File: src/rtl/seq_pattern_tx.sv
// seq_pattern_tx: serial pattern transmitter.
//
// On a start request in IDLE, it latches a PAT_W-bit pattern, a repeat count and an inter-pass
// gap. It then shifts the pattern out MSB first, once per pass. Idle gap cycles separate
// consecutive passes. A one-cycle DONE state follows the last bit. Data outputs are registered,
// so the first bit appears in the cycle after the start edge.
//
// Ports:
//   clk        clock, all state changes on the rising edge
//   rst        synchronous active-high reset, dominates everything
//   start_i    transfer request, sampled only while ready_o=1
//   pattern_i  bit pattern, sent MSB first
//   reps_i     number of passes (0 is treated as 1)
//   gap_i      idle cycles between consecutive passes
//   ready_o    high only in IDLE
//   x_out_o    serial data bit (registered)
//   x_valid_o  x_out_o carries a pattern bit (registered)
//   busy_o     high in SHIFT and GAP
//   done_o     one-cycle pulse in DONE
//   cst_o      current state code, for debug

module seq_pattern_tx #(
    parameter int unsigned PAT_W = 4,
    parameter int unsigned CNT_W = 4,
    parameter int unsigned GAP_W = 4
) (
    input  logic             clk,
    input  logic             rst,
    input  logic             start_i,
    input  logic [PAT_W-1:0] pattern_i,
    input  logic [CNT_W-1:0] reps_i,
    input  logic [GAP_W-1:0] gap_i,
    output logic             ready_o,
    output logic             x_out_o,
    output logic             x_valid_o,
    output logic             busy_o,
    output logic             done_o,
    output logic [2:0]       cst_o
);

    localparam int unsigned IdxW = (PAT_W > 1) ? $clog2(PAT_W) : 1;
    localparam logic [IdxW-1:0] IdxMax = IdxW'(PAT_W - 1);

    typedef enum logic [2:0] {
        StIdle  = 3'b000,
        StShift = 3'b001,
        StGap   = 3'b010,
        StDone  = 3'b011
    } state_e;

    state_e           state_q, state_d;
    logic [PAT_W-1:0] pat_q, pat_d;
    // Passes still to send after the current one. Holding reps-1 instead of reps means the
    // maximum count fits in CNT_W bits and the counter never wraps.
    logic [CNT_W-1:0] pass_left_q, pass_left_d;
    logic [GAP_W-1:0] gap_lat_q, gap_lat_d;
    logic [GAP_W-1:0] gap_cnt_q, gap_cnt_d;
    // Index of the bit currently presented on x_out_o.
    logic [IdxW-1:0]  bit_idx_q, bit_idx_d;
    logic             x_out_q, x_out_d;
    logic             x_valid_q, x_valid_d;

    logic [IdxW-1:0]  idx_dec;
    assign idx_dec = bit_idx_q - IdxW'(1);

    // State and datapath registers
    always_ff @(posedge clk) begin
        if (rst) begin
            state_q     <= StIdle;
            pat_q       <= '0;
            pass_left_q <= '0;
            gap_lat_q   <= '0;
            gap_cnt_q   <= '0;
            bit_idx_q   <= '0;
            x_out_q     <= 1'b0;
            x_valid_q   <= 1'b0;
        end else begin
            state_q     <= state_d;
            pat_q       <= pat_d;
            pass_left_q <= pass_left_d;
            gap_lat_q   <= gap_lat_d;
            gap_cnt_q   <= gap_cnt_d;
            bit_idx_q   <= bit_idx_d;
            x_out_q     <= x_out_d;
            x_valid_q   <= x_valid_d;
        end
    end

    // Next-state logic. x_out_d/x_valid_d describe the bit shown in the cycle after this edge,
    // which keeps the serial outputs registered while still giving latency 1 from start.
    always_comb begin
        state_d     = state_q;
        pat_d       = pat_q;
        pass_left_d = pass_left_q;
        gap_lat_d   = gap_lat_q;
        gap_cnt_d   = gap_cnt_q;
        bit_idx_d   = bit_idx_q;
        x_out_d     = 1'b0;
        x_valid_d   = 1'b0;

        case (state_q)
            StIdle: begin
                if (start_i) begin
                    state_d     = StShift;
                    pat_d       = pattern_i;
                    pass_left_d = (reps_i == '0) ? '0 : reps_i - CNT_W'(1);
                    gap_lat_d   = gap_i;
                    gap_cnt_d   = '0;
                    bit_idx_d   = IdxMax;
                    x_out_d     = pattern_i[PAT_W-1];
                    x_valid_d   = 1'b1;
                end
            end

            StShift: begin
                if (bit_idx_q != '0) begin
                    bit_idx_d = idx_dec;
                    x_out_d   = pat_q[idx_dec];
                    x_valid_d = 1'b1;
                end else if (pass_left_q != '0) begin
                    pass_left_d = pass_left_q - CNT_W'(1);
                    if (gap_lat_q != '0) begin
                        state_d   = StGap;
                        gap_cnt_d = gap_lat_q;
                    end else begin
                        // Back-to-back pass, no bubble.
                        bit_idx_d = IdxMax;
                        x_out_d   = pat_q[PAT_W-1];
                        x_valid_d = 1'b1;
                    end
                end else begin
                    state_d = StDone;
                end
            end

            StGap: begin
                // gap_cnt_q counts down from the latched gap; leave when it reaches 1.
                if (gap_cnt_q == GAP_W'(1)) begin
                    state_d   = StShift;
                    gap_cnt_d = '0;
                    bit_idx_d = IdxMax;
                    x_out_d   = pat_q[PAT_W-1];
                    x_valid_d = 1'b1;
                end else begin
                    gap_cnt_d = gap_cnt_q - GAP_W'(1);
                end
            end

            StDone: begin
                state_d = StIdle;
            end

            default: begin
                state_d = StIdle;
            end
        endcase
    end

    // Status outputs decode straight from the state register (Moore).
    assign ready_o   = (state_q == StIdle);
    assign busy_o    = (state_q == StShift) || (state_q == StGap);
    assign done_o    = (state_q == StDone);
    assign cst_o     = state_q;
    assign x_out_o   = x_out_q;
    assign x_valid_o = x_valid_q;

endmodule

File: config.mk
export PLATFORM = sky130hd
export DESIGN_NAME = seq_pattern_tx
export DESIGN_NICKNAME = d
export VERILOG_FILES = /design/src/rtl/seq_pattern_tx.sv
export SDC_FILE = /design/constraint.sdc
export NUM_CORES = 1
export LEC_CHECK = 0
export CORE_MARGIN = 2
export CORE_UTILIZATION = 49
export CTS_BUF_LIST = sky130_fd_sc_hd__clkbuf_2 sky130_fd_sc_hd__clkbuf_4 sky130_fd_sc_hd__clkbuf_8
export DETAILED_ROUTE_END_ITERATION = 6
export GPL_ROUTABILITY_DRIVEN = 0
export HOLD_SLACK_MARGIN = 0.08
export PLACE_DENSITY = 0.78
export SLEW_MARGIN = 40
export SYNTH_ARGS = -nofsm -noshare
export SYNTH_HDL_FRONTEND = slang
export SYNTH_SLANG_ARGS = --single-unit
File: constraint.sdc
create_clock -name clk -period 1.9 [get_ports clk]
set_input_delay 0.19 -clock clk [delete_from_list [all_inputs] [get_ports clk]]
set_output_delay 0.19 -clock clk [all_outputs]
set_load 0.05 [all_outputs]
# After elaboration in Yosys (flattened, before gate mapping)
# Cells that the tools add are included.
[word_totals]
latch_bits = 0
mem_count = 0
in_bits = 15
register_bits = 23
ramBits = 0
mem_bits_ro = 0
[classes]
n_addsub = 4
eq_ne = 12
n_shift = 0
div_mod_pow = 0
reduce_logical = 13
magnitude_cmp = 1
n_mul = 0
muxes = 37
bitwise_logic = 0
[ops]
columns = ["op", "count"]
rows = [
  ["4-bit two-way mux", 9],
  ["3-bit two-way mux", 5],
  ["4-bit case mux with 3 select lines", 1],
  ["4-bit by 1-bit subtractor with 4-bit output (second input constant)", 3],
  ["1-bit two-way mux", 11],
  ["2-bit two-way mux", 5],
  ["2-bit != test (second input constant)", 5],
  ["5-bit AND reduction", 2],
  ["3-bit != test (second input constant)", 3],
  ["3-bit case mux with 3 select lines", 1],
  ["4-bit case mux with 2 select lines", 1],
  ["4-bit AND reduction", 2],
  ["4-bit nonzero test", 2],
  ["3-bit by 2-bit == test with 1-bit output (second input constant)", 2],
  ["1-bit case mux with 3 select lines", 2],
  ["2-bit case mux with 3 select lines", 1],
  ["4-bit by 1-bit == test with 1-bit output (second input constant)", 1],
  ["4-bit zero test", 1],
  ["2-bit nonzero test", 2],
  ["3-bit by 1-bit == test with 1-bit output (second input constant)", 1],
  ["3-bit zero test", 1],
  ["2-bit by 3-bit less-than comparator with 1-bit output (second input constant)", 1],
  ["3-bit nonzero test", 1],
  ["1-bit binary-select mux with 2-bit select", 1],
  ["other kinds (3)", 3],
]

# Logic depth before layout (Yosys ltp)
# Gate-level depths: netlist of the first run.
[logic_depth]
ltp_word = 5
depth_mapped = 8

# Least setup slack after synthesis of the first run
# Ideal clock, no wire load.
[synth_path]
path_kind = "reg2reg"
start = "register state_q[0] (netlist: cst_o[0])"
end = "register pass_left_q[2]"
period_less_slack_ns = 2.479
t_required_ns = 1.786
n_path_buf = 0
slack_ns = -0.579
path_stages_with_launch = 7
t_arrival_ns = 2.365
cell_sequence = "dfxtp_1 > inv_1 > ha_1 > nor2b_1 > o31ai_1 > nor2_1 > a2111oi_0"
[synth_via]
elab_chain_len = 3
elab_cells_between_ends = 8
[synth_lines]
columns = ["item", "line", "source"]
rows = [
  ["from (decl)", "51", "state_e state_q, state_d;"],
  ["from (signal assigned)", "69", "state_q <= StIdle;"],
  ["from (signal assigned)", "78", "state_q <= state_d;"],
  ["3-bit zero test (*)", "-", ""],
  ["net ready_o", "33", "output logic ready_o,"],
  ["2-bit != test (no line) / 2-bit nonzero test (equally long branches)", "-", ""],
  ["4-bit AND reduction (no line)", "-", ""],
  ["to (signal assigned)", "80", "pass_left_q <= pass_left_d;"],
  ["to (decl)", "55", "logic [CNT_W-1:0] pass_left_q, pass_left_d;"],
]
# Mark *: on every way through the listed nets, which the timed path passes. The rest lies on a longest branch.
# A chain may end at the register's enable or synchronous reset.

# Worst setup path in the final report of the first run
[layout_path]
start = "register gap_cnt_q[1]"
end = "register state_q[0] (netlist: cst_o[0])"
[layout_via]
elab_chain_len = 3
[layout_lines]
columns = ["item", "line", "source"]
rows = [
  ["from (decl)", "57", "logic [GAP_W-1:0] gap_cnt_q, gap_cnt_d;"],
  ["from (signal assigned)", "82", "gap_cnt_q <= gap_cnt_d;"],
  ["4-bit by 1-bit == test with 1-bit output", "138", "if (gap_cnt_q == GAP_W'(1)) begin"],
  ["2-bit != test (no line)", "-", ""],
  ["4-bit AND reduction (no line)", "-", ""],
]
# No other way between the ends.

==> results by stage, run 1 <==
Flow run:
- Max-cap violations in this run came to 0.

Routing:
- After detailed routing, the number of remaining DRC violations is 0.
- The final route contains 1344 vias.
- The total length of routed wires is 3349 um.
- The first-pass detailed-route iteration total is 5.
- Dividing the detail-routed via count by the number of cells gives 6.054.
- The count of nets left with antenna violations once routing finished came out at 0.
- The wire length per cell after detailed routing is 15.09 um.
- The detailed router finished its first iteration with 37 violations.

Synthesis:
- The register bit total from synthesis is 22.
- The async set-reset flop share out of synthesis is 0%.
- The Yosys step of the flow raised 0 warnings.
- In this run, synthesis inferred 0 flip-flops with an integrated enable.
- The leading register cell type out of synthesis is sky130_fd_sc_hd__dfxtp_1.
- The number of unique standard cell types used by synthesis is 44.
- The cell area after synthesis is 1301 um^2.
- The synthesized instance count is 164.
- The total nets after synthesis is 188.
- Of the synthesized area, sequential elements account for 33.85%.
- Each instance of the synthesized netlist takes up on average 7.934 um^2.

Clock network:
- The count of clock tree sinks is 22.
- In this run the deepest clock path goes through 2 buffers.
- The root buffer cell chosen for the clock tree is sky130_fd_sc_hd__clkbuf_4.
- The clock latency on the worst-skew pair is 320 ps.
- Clock-pin slew was measured on the worst setup and hold paths at 120 ps.
- Buffers inserted to repair hold after CTS numbered 0.
- The number of H-tree levels is 1.
- The clock tree from TritonCTS is done.
- The total CTS buffers is 3.

Setup path:
- Together, buffers and inverters on the worst path number 1.
- The critical path's slowest cell is sky130_fd_sc_hd__or4_1.
- The startpoint type of the worst setup path is a register.
- The maximum fanout count along the critical path is 3.
- At the worst endpoint, the arrival time is 2110 ps.
- The path type of the worst setup path is register to register.
- The worst setup path is captured at a register.
- Traced cell by cell, the critical path runs through inv_1 -> ha_2 -> or3b_4 -> a21o_1 -> or4_1 -> a21oi_1.
- The required time at the worst-slack endpoint is 2150 ps.
- The largest single stage delay on the critical path is 490 ps.
- Grouping stages by cell kind, the critical path spends the most delay in simple AND/OR/NAND/NOR gates.

Pwr:
- The power density of the placed cells is 1450 nW/um^2.
- The internal portion of the total power is 1325 uW.
- The static power due to leakage is 0.0006935 uW.
- In this run, the clock network consumes 10.9% of the power.
- The net switching component of the power is 1113 uW.
- The part of the power in combinational logic is 60.4%.
- The switching fraction of total power is 45.65%.
- Per report_power, the sequential group accounts for 28.7% of the total.
- IR analysis of the VDD net gives a maximum drop of 0.001011 V.
- The final total power is 2438 uW.

Layout:
- Summing all non-filler instances in the final layout gives an area of 1682 um^2.
- After the last flow step, the layout net total stands at 217.
- The number of standard cells in the final layout excluding fillers is 222.
- The count of inserted antenna diode cells is 0.
- Of the cells placed in the final design, the portion with a size suffix greater than 1 is 16.15%.
- The area growth from synthesis to layout is 29.23%.

STA:
- Setup violations remaining at the end of the flow were counted as 0.
- The number of pins with negative max-slew slack in the final report came to 0.
- The worst clock skew is 1.802 ps.
- The hold violation total from the final report is 0.
- Derived from the worst setup path, the maximum achievable clock frequency is 539.1 MHz.
- Counting I/O delays and the setup requirement, the final critical path takes 1855 ps.
- Setup repair after global routing could not meet its margin everywhere.
- The post-route fraction of the period consumed by the critical path is 97.62%.

Placed design:
- The placed instances occupy a cell area of 1603 um^2.
- The total half-perimeter wirelength after legalization and detailed placement is 2431 um.
- Including well taps, the total number of placed cells is 217.
- Input and output buffers added on the ports amount to 21.

Die:
- For this configuration, the core starts out at a cell density of 52.05%.
- The height of the die is 55.53 um.
- The horizontal die dimension is 55.53 um.
- The area of the die is 3084 um^2.
- The row count is 18.
- The total I/O pin count is 23.
- The floorplan step defined a core boundary enclosing 2500 um^2.

Global route:
- Entering global routing, the biggest net connects 16 pins.
- The initial antenna violation count is 0.
- The number of global-route vias before repair is 1315.
- The all-layer global routing usage is 22.27%.
- Summed over all layers, the global routing overflow is 0.
- The wire length of the first global-routing pass is 5623 um.

Status:
- The flow ran to the end, and the final reports show no timing, DRC or antenna violations.

Min path:
- In this run the worst hold path is classified as input port to register.
[path summary, 6_finish.rpt]
path	slack, ps	endpoint	cells after the start	from
worst max-delay path	50	cst_o[0]	6	gap_cnt_q[1]
worst min-delay path	400	pat_q[0]	3	pattern_i[0]
worst max register to register	50	cst_o[0]	6	gap_cnt_q[1]
worst min register to register	460	pat_q[0]	2	pat_q[0]
[cell usage after synthesis, types with 2 or more instances]
| cell type | number | area (um^2) |
|---|---|---|
| sky130_fd_sc_hd__a21oi_1 | 16 | 80.08 |
| sky130_fd_sc_hd__a211oi_1 | 6 | 45.04 |
| sky130_fd_sc_hd__ha_1 | 9 | 112.6 |
| sky130_fd_sc_hd__or2_2 | 2 | 12.51 |
| sky130_fd_sc_hd__nand3_1 | 2 | 10.01 |
| sky130_fd_sc_hd__dfxtp_1 | 22 | 440.4 |
| sky130_fd_sc_hd__clkbuf_1 | 5 | 18.77 |
| sky130_fd_sc_hd__nand2_1 | 24 | 90.09 |
| sky130_fd_sc_hd__o31ai_1 | 4 | 30.03 |
| sky130_fd_sc_hd__o211a_1 | 2 | 20.02 |
| sky130_fd_sc_hd__a311oi_1 | 2 | 17.52 |
| sky130_fd_sc_hd__o21a_1 | 2 | 15.01 |
| sky130_fd_sc_hd__o21ai_0 | 10 | 50.05 |
| sky130_fd_sc_hd__nor3b_1 | 3 | 22.52 |
| sky130_fd_sc_hd__or4_1 | 2 | 15.01 |
| sky130_fd_sc_hd__nand4_1 | 2 | 12.51 |
| sky130_fd_sc_hd__nor2_1 | 9 | 33.78 |
| sky130_fd_sc_hd__o311a_1 | 2 | 20.02 |
| sky130_fd_sc_hd__nor3_1 | 5 | 25.02 |
| sky130_fd_sc_hd__inv_1 | 11 | 41.29 |
[layout by cell type (no fill, tap or decap), types with 3 or more instances in the layout]
cell and n:
sky130_fd_sc_hd__nand2_1 24, sky130_fd_sc_hd__dfxtp_1 18, sky130_fd_sc_hd__clkdlybuf4s50_1 18, sky130_fd_sc_hd__a21oi_1 16
sky130_fd_sc_hd__buf_4 13, sky130_fd_sc_hd__inv_1 11, sky130_fd_sc_hd__nor2_1 9, sky130_fd_sc_hd__o21ai_0 9
sky130_fd_sc_hd__ha_1 7, sky130_fd_sc_hd__a211oi_1 6, sky130_fd_sc_hd__nor3_1 5, sky130_fd_sc_hd__o31ai_1 3
sky130_fd_sc_hd__clkbuf_4 3
[worst register-to-register path, stage by stage, from the launching register on]
cell	delay (ps)
sky130_fd_sc_hd__dfxtp_2	340
sky130_fd_sc_hd__inv_1	80
sky130_fd_sc_hd__ha_2	190
sky130_fd_sc_hd__or3b_4	390
sky130_fd_sc_hd__a21o_1	180
sky130_fd_sc_hd__or4_1	490
sky130_fd_sc_hd__a21oi_1	130
[per-stage QoR]
step           setup slack, ps  utilization, %  hold slack (ps)  setup TNS (ps)
2_1_floorplan            48.93               -            326.0               0
3_3_place_gp             92.45           64.11            446.0               0
3_5_place_dp             18.76           64.11            450.4               0
4_1_cts                  12.34           65.67            402.7               0
5_1_grt                 -11.69           67.27            429.7          -11.69
6_report                 45.22           67.27            402.7               0
[layer usage]
metal  vias to the layer above  wire length (um)  part of all wire (%)  track usage [%]
met5                         -                 0                     0                0
met4                         0                49                   1.5            7.317
met3                         7               192                   5.7            4.684
met2                        40              1705                    51            39.97
met1                       637              1401                    42            26.09
li1                        660                 -                     -                -
[registers in the layout, summed over array words and instances, names as in the netlist]
| register | flops |
|---|---|
| gap_cnt_q | 4 |
| pat_q | 4 |
| pass_left_q | 4 |
| x_valid_o | 1 |
| gap_lat_q | 4 |
| x_out_o | 1 |
| cst_o | 2 |
| bit_idx_q | 2 |
[area by class of cell]
class / instances / area, um^2
multi-input cells: 124 / 838.3
fillers: 222 / 818.3
flip-flops and latches: 22 / 450.4
repair buffers: 31 / 277.8
inverters: 11 / 41.29
well taps: 30 / 37.54
clock buffers: 4 / 36.28
[what timing repair did]
item | in CTS | in global routing
setup endpoints to repair | 1 | 4
resized for setup | 1 | 8
buffers inserted | 0 | 1
pin swaps | 1 | 0
[power groups by stage]
| stage | logic (uW) | registers [uW] | clock network, uW |
|---|---|---|---|
| floorplan | 895 | 765 | 0 |
| global placement | 1350 | 689 | 0 |
| detailed placement | 1370 | 697 | 0 |
| CTS | 1380 | 685 | 268 |
| global route | 1600 | 716 | 279 |
| finish | 1470 | 699 | 266 |
[kinds of logic (layout without fill, tap and decap cells)]
group                    after synthesis  in the layout  synth area share [%]
buffers and inverters                 18             46                 5.577
flip-flops                            22             22                 33.85
AO/OA/AOI/OAI                         55             55                 28.37
AND/OR/NAND/NOR                       57             57                 21.64
other                                  1              1                0.2882
multiplexers                           2              2                 1.635
adder cells (fa/ha/maj)                9              9                 8.654
Power figures use the tool's default switching activity.
==> run 2, diff against run 1 <==
Settings changed: ABC_AREA set to 1.
==> results by stage, run 2 <==
Synthesis:
- The area share of xor/xnor cells in the synthesized design is 0.6567% (+0.66 points).
- After synthesis, the largest family of logic cells by area is simple AND/OR/NAND/NOR gates.
- The total nets after synthesis is 228 (+21%).
- The cell area after synthesis is 1334 um^2 (+2.5%).
- The sequential share of the synthesized area is 33.02% (-0.83 points).
- The adder and majority cell fraction of the synthesized area was 8.443% (-0.21 points).
- By count the netlist is led by 43 x sky130_fd_sc_hd__nand2_1, 33 x sky130_fd_sc_hd__nor2_1, 24 x sky130_fd_sc_hd__inv_1.
- The portion of netlist area occupied by mux cells is 0% (-1.6 points).
- The total number of yosys warnings is 0 (unchanged).
- The area fraction in compound gates after synthesis is 17.54% (-11 points).
- The number of enable-type register cells in the synthesized netlist is 0 (unchanged).
- The post-synthesis cell type with the largest combined area is sky130_fd_sc_hd__dfxtp_1.
- The number of unique standard cell types used by synthesis is 26 (-41%).
- The synthesized instance count is 204 (+24%).
- Sorting the synthesized cells by area gives the leading types as sky130_fd_sc_hd__dfxtp_1 33%, sky130_fd_sc_hd__nand2_1 12%, sky130_fd_sc_hd__nor2_1 9.3%.
- The register bit total from synthesis is 22 (unchanged).
- In the synthesized netlist the dominant register cell turns out to be sky130_fd_sc_hd__dfxtp_1.
- The average cell area after synthesis is 6.538 um^2 (-18%).
- The simple-gate portion of the synthesized area is 30.39% (+8.8 points).
- The most frequent cell after synthesis is sky130_fd_sc_hd__nand2_1.
- The top-area cell type share of the netlist area came to 33.02% (-0.83 points).
- The async set-reset flop share out of synthesis was 0% (unchanged).

Die:
- The effective utilization at floorplan is 52.88% (+0.82 points).
- The row count is 18 (unchanged).
- The horizontal die dimension is 56.17 um (+1.2%).
- The height of the die is 56.17 um (+1.2%).
- The total I/O pin count is 23 (unchanged).
- The core region area is 2522 um^2 (+0.90%).
- The area of the die was 3155 um^2 (+2.3%).

STA:
- The worst clock skew is 5.069 ps (+3.266 ps).
- The relative slew slack is 66.37%.
- The post-route fraction of the period consumed by the critical path is 90.50% (-7.1 points).
- The peak clock frequency supported by timing is 581.6 MHz (+7.9%).
- The number of pins with negative max-slew slack in the final report came to 0 (unchanged).
- For the pin with the worst max-slew slack, the measured transition is 502.9 ps.
- The final-report setup violation count is 0 (unchanged).
- The final period demand of the worst path is 1720 ps (-135.2 ps).
- The setup TNS is 0 ps (unchanged).
- The worst hold slack across all endpoints is 450.5 ps (+47.79 ps).
- Setup repair after global routing left no endpoint under its margin.
- The hold violation total from the final report came to 0 (unchanged).

Status:
- The run finished with clean final reports.

Layout:
- The number of filler instances in the final layout is 232 (+4.5%).
- The count of inserted antenna diode cells was 0 (unchanged).
- The total area of multi-input combinational cells was 767.0 um^2 (-8.5%).
- Leaving out fill and tap cells, the most frequent cells in the layout are 43 x sky130_fd_sc_hd__nand2_1, 33 x sky130_fd_sc_hd__nor2_1, 24 x sky130_fd_sc_hd__inv_1, 20 x sky130_fd_sc_hd__dfxtp_1, 19 x sky130_fd_sc_hd__o21ai_0.
- The fraction of layout instances using a drive strength above 1 is 10.18% (-6.0 points).
- Relative to the synthesized area, the layout overhead comes to 21.11%.
- The post-route cell area is 1615 um^2 (-3.9%).
- The commonest non-fill, non-tap cell in the layout is sky130_fd_sc_hd__nand2_1.
- The number of nets in the final layout is 251 (+16%).
- The utilization after layout was 64.04% (-3.2 points).
- The register area was 442.9 um^2 (-1.7%).

Clock network:
- The total CTS buffers was 3 (unchanged).
- The clock input transition at the sequential cells of the worst setup and hold paths is 120 ps (about the same).
- The number of H-tree levels is 1 (unchanged).
- The hold buffer count at CTS is 0 (unchanged).
- The buffer count from post-CTS setup fixing is 0 (unchanged).
- The clock latency on the worst-skew pair is 310 ps (about the same).
- TritonCTS built the clock tree.
- The maximum clock insertion buffer count is 2 (unchanged).
- The buffer cell driving the clock tree root is sky130_fd_sc_hd__clkbuf_4.
- The post-cts gate resize count is 0 (-1).
- The count of clock tree sinks is 22 (unchanged).

Global route:
- The global routing met1 resource utilization was 24.75% (-1.3 points).
- The wire length of the first global-routing pass was 5016 um (-11%).
- The pin count of the biggest net entering global routing is 17 (+1).
- The number of global-route vias before repair is 1144 (-13%).
- The all-layer global routing usage came to 20.21% (-2.1 points).
- The routing usage on met2 is 33.45% (-6.5 points).
- The highest-utilization routing layer at the global route stage is met2.
- The initial antenna violation count is 0 (unchanged).
- The aggregate global routing overflow was 0 (unchanged).
- The global-route track usage on met3 is 3.488% (-1.2 points).

Placed design:
- The total half-perimeter wirelength after legalization and detailed placement came to 2351 um (-3.3%).
- The post-placement cell area is 1577 um^2 (-1.6%).
- The number of buffers added on ports came to 21 (unchanged).

Routing:
- The first-pass detailed-route iteration total came to 6 (+1).
- The number of DRC markers in iteration 0 is 48 (+30%).
- The remaining number of nets flagged by the antenna check after routing is 0 (unchanged).
- The via count is 1313 (-2.3%).
- The total length of routed wires was 2948 um (-12%).
- The wire length per cell after detailed routing was 11.52 um (-24%).
- The per-cell via count in the routed design is 5.129 (-15%).
- The DRC violations left came to 0 (unchanged).

Setup path:
- The worst register-to-register path begins at cst_o[1].
- The origin of the worst setup path is cst_o[1].
- The sum of buffers and inverters on the critical path came to 1 (unchanged).
- The maximum fanout count along the critical path is 5 (+2).
- The family with the most delay on the worst path is buffers and inverters.
- The arrival time at the worst endpoint is 1530 ps (-580 ps).
- The worst setup path is launched from a register.
- Walking the worst path, the cells encountered are clkdlybuf4s50_1.
- The path type of the worst setup path is register to output port.
- The required time at the worst-slack endpoint is 1710 ps (-440 ps).
- The critical path's slowest cell is sky130_fd_sc_hd__clkdlybuf4s50_1.
- The stage delay of the slowest cell on the critical path was 820 ps (+330 ps).
- The worst setup path is captured at an output port.

Pwr:
- The worst-case vdd ir drop is 0.001396 V (+38%).
- The power density of the placed cells is 1554 nW/um^2 (+7.2%).
- The final total power is 2511 uW (+3.0%).
- The static power due to leakage was 0.0007321 uW (+5.6%).

Flow run:
- The reported max-cap violation count was 0 (unchanged).

Min path:
- The startpoint of the lowest-slack hold path is pattern_i[3].
- The tightest min-delay check is of the input port to register type.
run 2: changes by cell type in the layout (fill, tap and decap cells not counted), sizes merged, moves of 6 or more:
cell	change
a211oi	-6
o21ai	+10
nor2	+25
nand2	+22
inv	+16
nand3	+10
buf	-8
run 2: worst paths after layout:
path	end	slack (ps)	cells after the start
setup reg to reg	gap_cnt_q[1]	300	8
hold reg to reg	pass_left_q[1]	470	2
hold / removal	pat_q[3]	450	3
setup / recovery	cst_o[1]	180	1
run 2: layout make-up:
class | count | area share [%]
multi-input combinational | 150 | 47.48
sequential | 22 | 27.42
timing repair buffer | 23 | 14.25
inverter | 27 | 6.274
tap | 30 | 2.324
clock buffer | 4 | 2.246
run 2: logic make-up after synthesis:
kind of cell / after synthesis
compound gates: 43
xor+xnor: 1
fa+ha+maj: 9
buf+inv: 32
flops: 22
other cells: 1
simple gates: 96
run 2: per-stage QoR:
step | cells | worst slack (ps)
after floorplan | 204 | 53.29
after global placement | 252 | 236.1
after detailed placement | 252 | 164.9
after CTS | 256 | 140.2
after global routing | 256 | 143.1
final | 256 | 180.5
run 2: per-layer routing:
metal	vias to the layer above	share of wire, %	wire (um)
li1	693	-	-
met5	-	0	0
met3	7	4.3	127
met1	580	44	1306
met4	0	2.1	63
met2	33	49	1451
run 2: power breakdown:
group	internal, uW	switching, uW	leakage (uW)	total, uW
sequential	605	99.8	0.000182	705
combinational	556	989	0.000529	1550
clock	117	143	0.0000210	261
total	1280	1230	0.000732	2510
==> run 3, diff against run 2 <==
Settings changed: CTS_BUF_LIST sky130_fd_sc_hd__clkbuf_2 sky130_fd_sc_hd__clkbuf_4 sky130_fd_sc_hd__clkbuf_8 to sky130_fd_sc_hd__clkbuf_2.
==> results by stage, run 3 (synthesized netlist as in run 2, its figures left out) <==
STA:
- The worst clock skew is 8.404 ps (+3.335 ps).
- The final period demand of the worst path came to 1766 ps (+46.85 ps).
- The relative slew slack is 66.11% (-0.26 points).
- The number of pins with negative max-slew slack in the final report is 0 (unchanged).
- The peak clock frequency supported by timing is 566.1 MHz (-2.7%).
- The worst hold slack across all endpoints was 421.0 ps (-29.49 ps).
- The setup TNS is 0 ps (unchanged).
- The final-report setup violation count is 0 (unchanged).
- The transition at the pin with the smallest max-transition slack is 506.8 ps (+3.841 ps).
- Setup repair after global routing left no endpoint under its margin.
- The post-route fraction of the period consumed by the critical path is 92.97% (+2.5 points).
- The hold violation total from the final report is 0 (unchanged).

Setup path:
- The arrival time at the worst endpoint is 1580 ps (+50 ps).
- The startpoint identified for the worst register-to-register timing path is cst_o[1].
- The worst setup path is captured at an output port.
- The reg-to-reg endpoint is gap_cnt_q[1].
- The stage delay of the slowest cell on the critical path came to 820 ps (about the same).
- Among all stages on the critical path, the largest delay is contributed by sky130_fd_sc_hd__clkdlybuf4s50_1.
- The sum of buffers and inverters on the critical path was 1 (unchanged).
- The register-to-register setup slack came to 280 ps (-20 ps).
- The required time at the worst-slack endpoint is 1710 ps (about the same).
- The path type of the worst setup path is register to output port.
- The worst reg-to-reg path cell count was 8 (unchanged).
- The signal on the critical path passes through clkdlybuf4s50_1.
- The maximum fanout count along the critical path is 5 (unchanged).
- Tracing the worst setup path back leads to its startpoint at cst_o[1].
- Broken down by cell family, the worst path's largest delay share belongs to buffers and inverters.
- The startpoint type of the worst setup path is a register.

Clock network:
- The hold buffer count at CTS is 0 (unchanged).
- The maximum clock insertion buffer count is 2 (unchanged).
- The clock latency on the worst-skew pair came to 330 ps (+20 ps).
- The total CTS buffers was 3 (unchanged).
- The number of H-tree levels is 1 (unchanged).
- The buffer cell driving the clock tree root is sky130_fd_sc_hd__clkbuf_2.
- The clock input transition at the sequential cells of the worst setup and hold paths is 210 ps (+90 ps).
- The count of clock tree sinks is 22 (unchanged).
- TritonCTS built the clock tree.

Die:
- The height of the die came to 56.17 um (unchanged).
- The core region area is 2522 um^2 (unchanged).
- The total I/O pin count came to 23 (unchanged).
- The row count is 18 (unchanged).
- The effective utilization at floorplan is 52.88% (unchanged).
- The horizontal die dimension was 56.17 um (unchanged).
- The area of the die is 3155 um^2 (unchanged).

Layout:
- The fraction of layout instances using a drive strength above 1 is 9.735% (-0.44 points).
- The number of nets in the final layout was 251 (unchanged).
- The count of inserted antenna diode cells is 0 (unchanged).
- The number of filler instances in the final layout was 234 (+0.86%).
- The commonest non-fill, non-tap cell in the layout is sky130_fd_sc_hd__nand2_1.
- In the layout the commonest cells are 43 x sky130_fd_sc_hd__nand2_1, 33 x sky130_fd_sc_hd__nor2_1, 24 x sky130_fd_sc_hd__inv_1, 20 x sky130_fd_sc_hd__dfxtp_1, 19 x sky130_fd_sc_hd__o21ai_0.
- The register area came to 442.9 um^2 (unchanged).
- The area growth from synthesis to layout is 19.79%.
- The total area of multi-input combinational cells was 767.0 um^2 (unchanged).

Placed design:
- The number of buffers added on ports was 21 (unchanged).
- The total half-perimeter wirelength after legalization and detailed placement is 2351 um (unchanged).

Pwr:
- The net switching component of the power was 1237 uW (+0.42%).
- The internal power of the cells is 1207 uW (-5.6%).
- The relative contribution of sequential cells to total power is 28.8% (+0.7 points).
- The worst-case vdd ir drop came to 0.001349 V (-3.4%).
- The fraction of power consumed by the clock network is 7.6% (-2.8 points).
- The switching fraction of total power is 50.62% (+1.5 points).
- The power density of the placed cells is 1530 nW/um^2 (-1.6%).
- The static power due to leakage is 0.0007251 uW (-0.95%).
- The part of the power in combinational logic was 63.6% (+2.1 points).

Routing:
- The via count was 1338 (+1.9%).
- The wire length per cell after detailed routing is 11.64 um (+1.1%).
- The total length of routed wires is 2979 um (+1.1%).
- The number of DRC markers in iteration 0 is 43 (-10%).
- The DRC violations left is 0 (unchanged).
- The per-cell via count in the routed design was 5.227 (+1.9%).
- The first-pass detailed-route iteration total is 4 (-2).
- The remaining number of nets flagged by the antenna check after routing is 0 (unchanged).

Min path:
- The worst hold path terminates at pat_q[3].
- The path category of the worst min-delay check is input port to register.
- The startpoint identified for the worst hold timing path is pattern_i[3].
- The instance count along the most critical hold path came to 3 (unchanged).

Global route:
- The pin count of the biggest net entering global routing is 17 (unchanged).
- The wire length of the first global-routing pass is 5085 um (+1.4%).
- The aggregate global routing overflow came to 0 (unchanged).
- The number of global-route vias before repair is 1167 (+2.0%).
- The all-layer global routing usage is 20.16% (-0.048 points).
- The initial antenna violation count was 0 (unchanged).

Flow run:
- The reported max-cap violation count is 0 (unchanged).

Status:
- The flow ran to the end, and the final reports show no timing, DRC or antenna violations.
[run 3: cell types whose count changed in the layout (fill, tap and decap cells not counted), sizes merged]
cell / previous run / this run
clkbuf: 4 / 3
clkinv: 0 / 1
[run 3: stage by stage]
step	total power (uW)	cells	cell area, um^2	setup WS (ps)	utilization, %
floorplan	1854	204	1336	53.29	-
global placement	2203	252	1577	236.1	62.50
detailed placement	2246	252	1577	164.9	62.50
CTS	2441	256	1595	127.5	63.24
global route	2650	256	1598	99.07	63.34
finish	2444	256	1598	133.6	63.34
[run 3: power by group through the flow]
stage / Sequential, uW / Combinational [uW] / Clock, uW
2_1_floorplan: 794 / 1060 / 0
5_1_grt: 721 / 1720 / 207
3_5_place_dp: 714 / 1530 / 0
3_3_place_gp: 703 / 1500 / 0
6_report: 704 / 1550 / 186
4_1_cts: 703 / 1550 / 191
[run 3: layout make-up]
class / count / area share [%]
multi-input combinational: 150 / 48.00
sequential: 22 / 27.72
timing repair buffer: 23 / 14.41
inverter: 27 / 6.343
tap: 30 / 2.349
clock buffer: 3 / 0.9397
clock inverter: 1 / 0.2349
[run 3: repair_timing]
item,in CTS,in global routing
endpoints found under the setup margin,0,8
setup buffers,0,0
resized for setup,0,1
[run 3: worst max path at each step]
stage / end / cells past startpoint
3_5_place_dp: gap_cnt_q[1] / 8
4_1_cts: cst_o[1] / 1
3_3_place_gp: pass_left_q[1] / 8
2_1_floorplan: pass_left_q[2] / 10
6_report: cst_o[1] / 1
5_1_grt: cst_o[0] / 1
[run 3: metal layers]
metal  vias to the layer above  track usage (%)  share of wire (%)
met1                       594            24.47                 43
met4                         0            7.823                1.8
met2                        42            35.13                 49
met5                         -                0                  0
met3                         9            3.488                5.7
li1                        693                -                  -
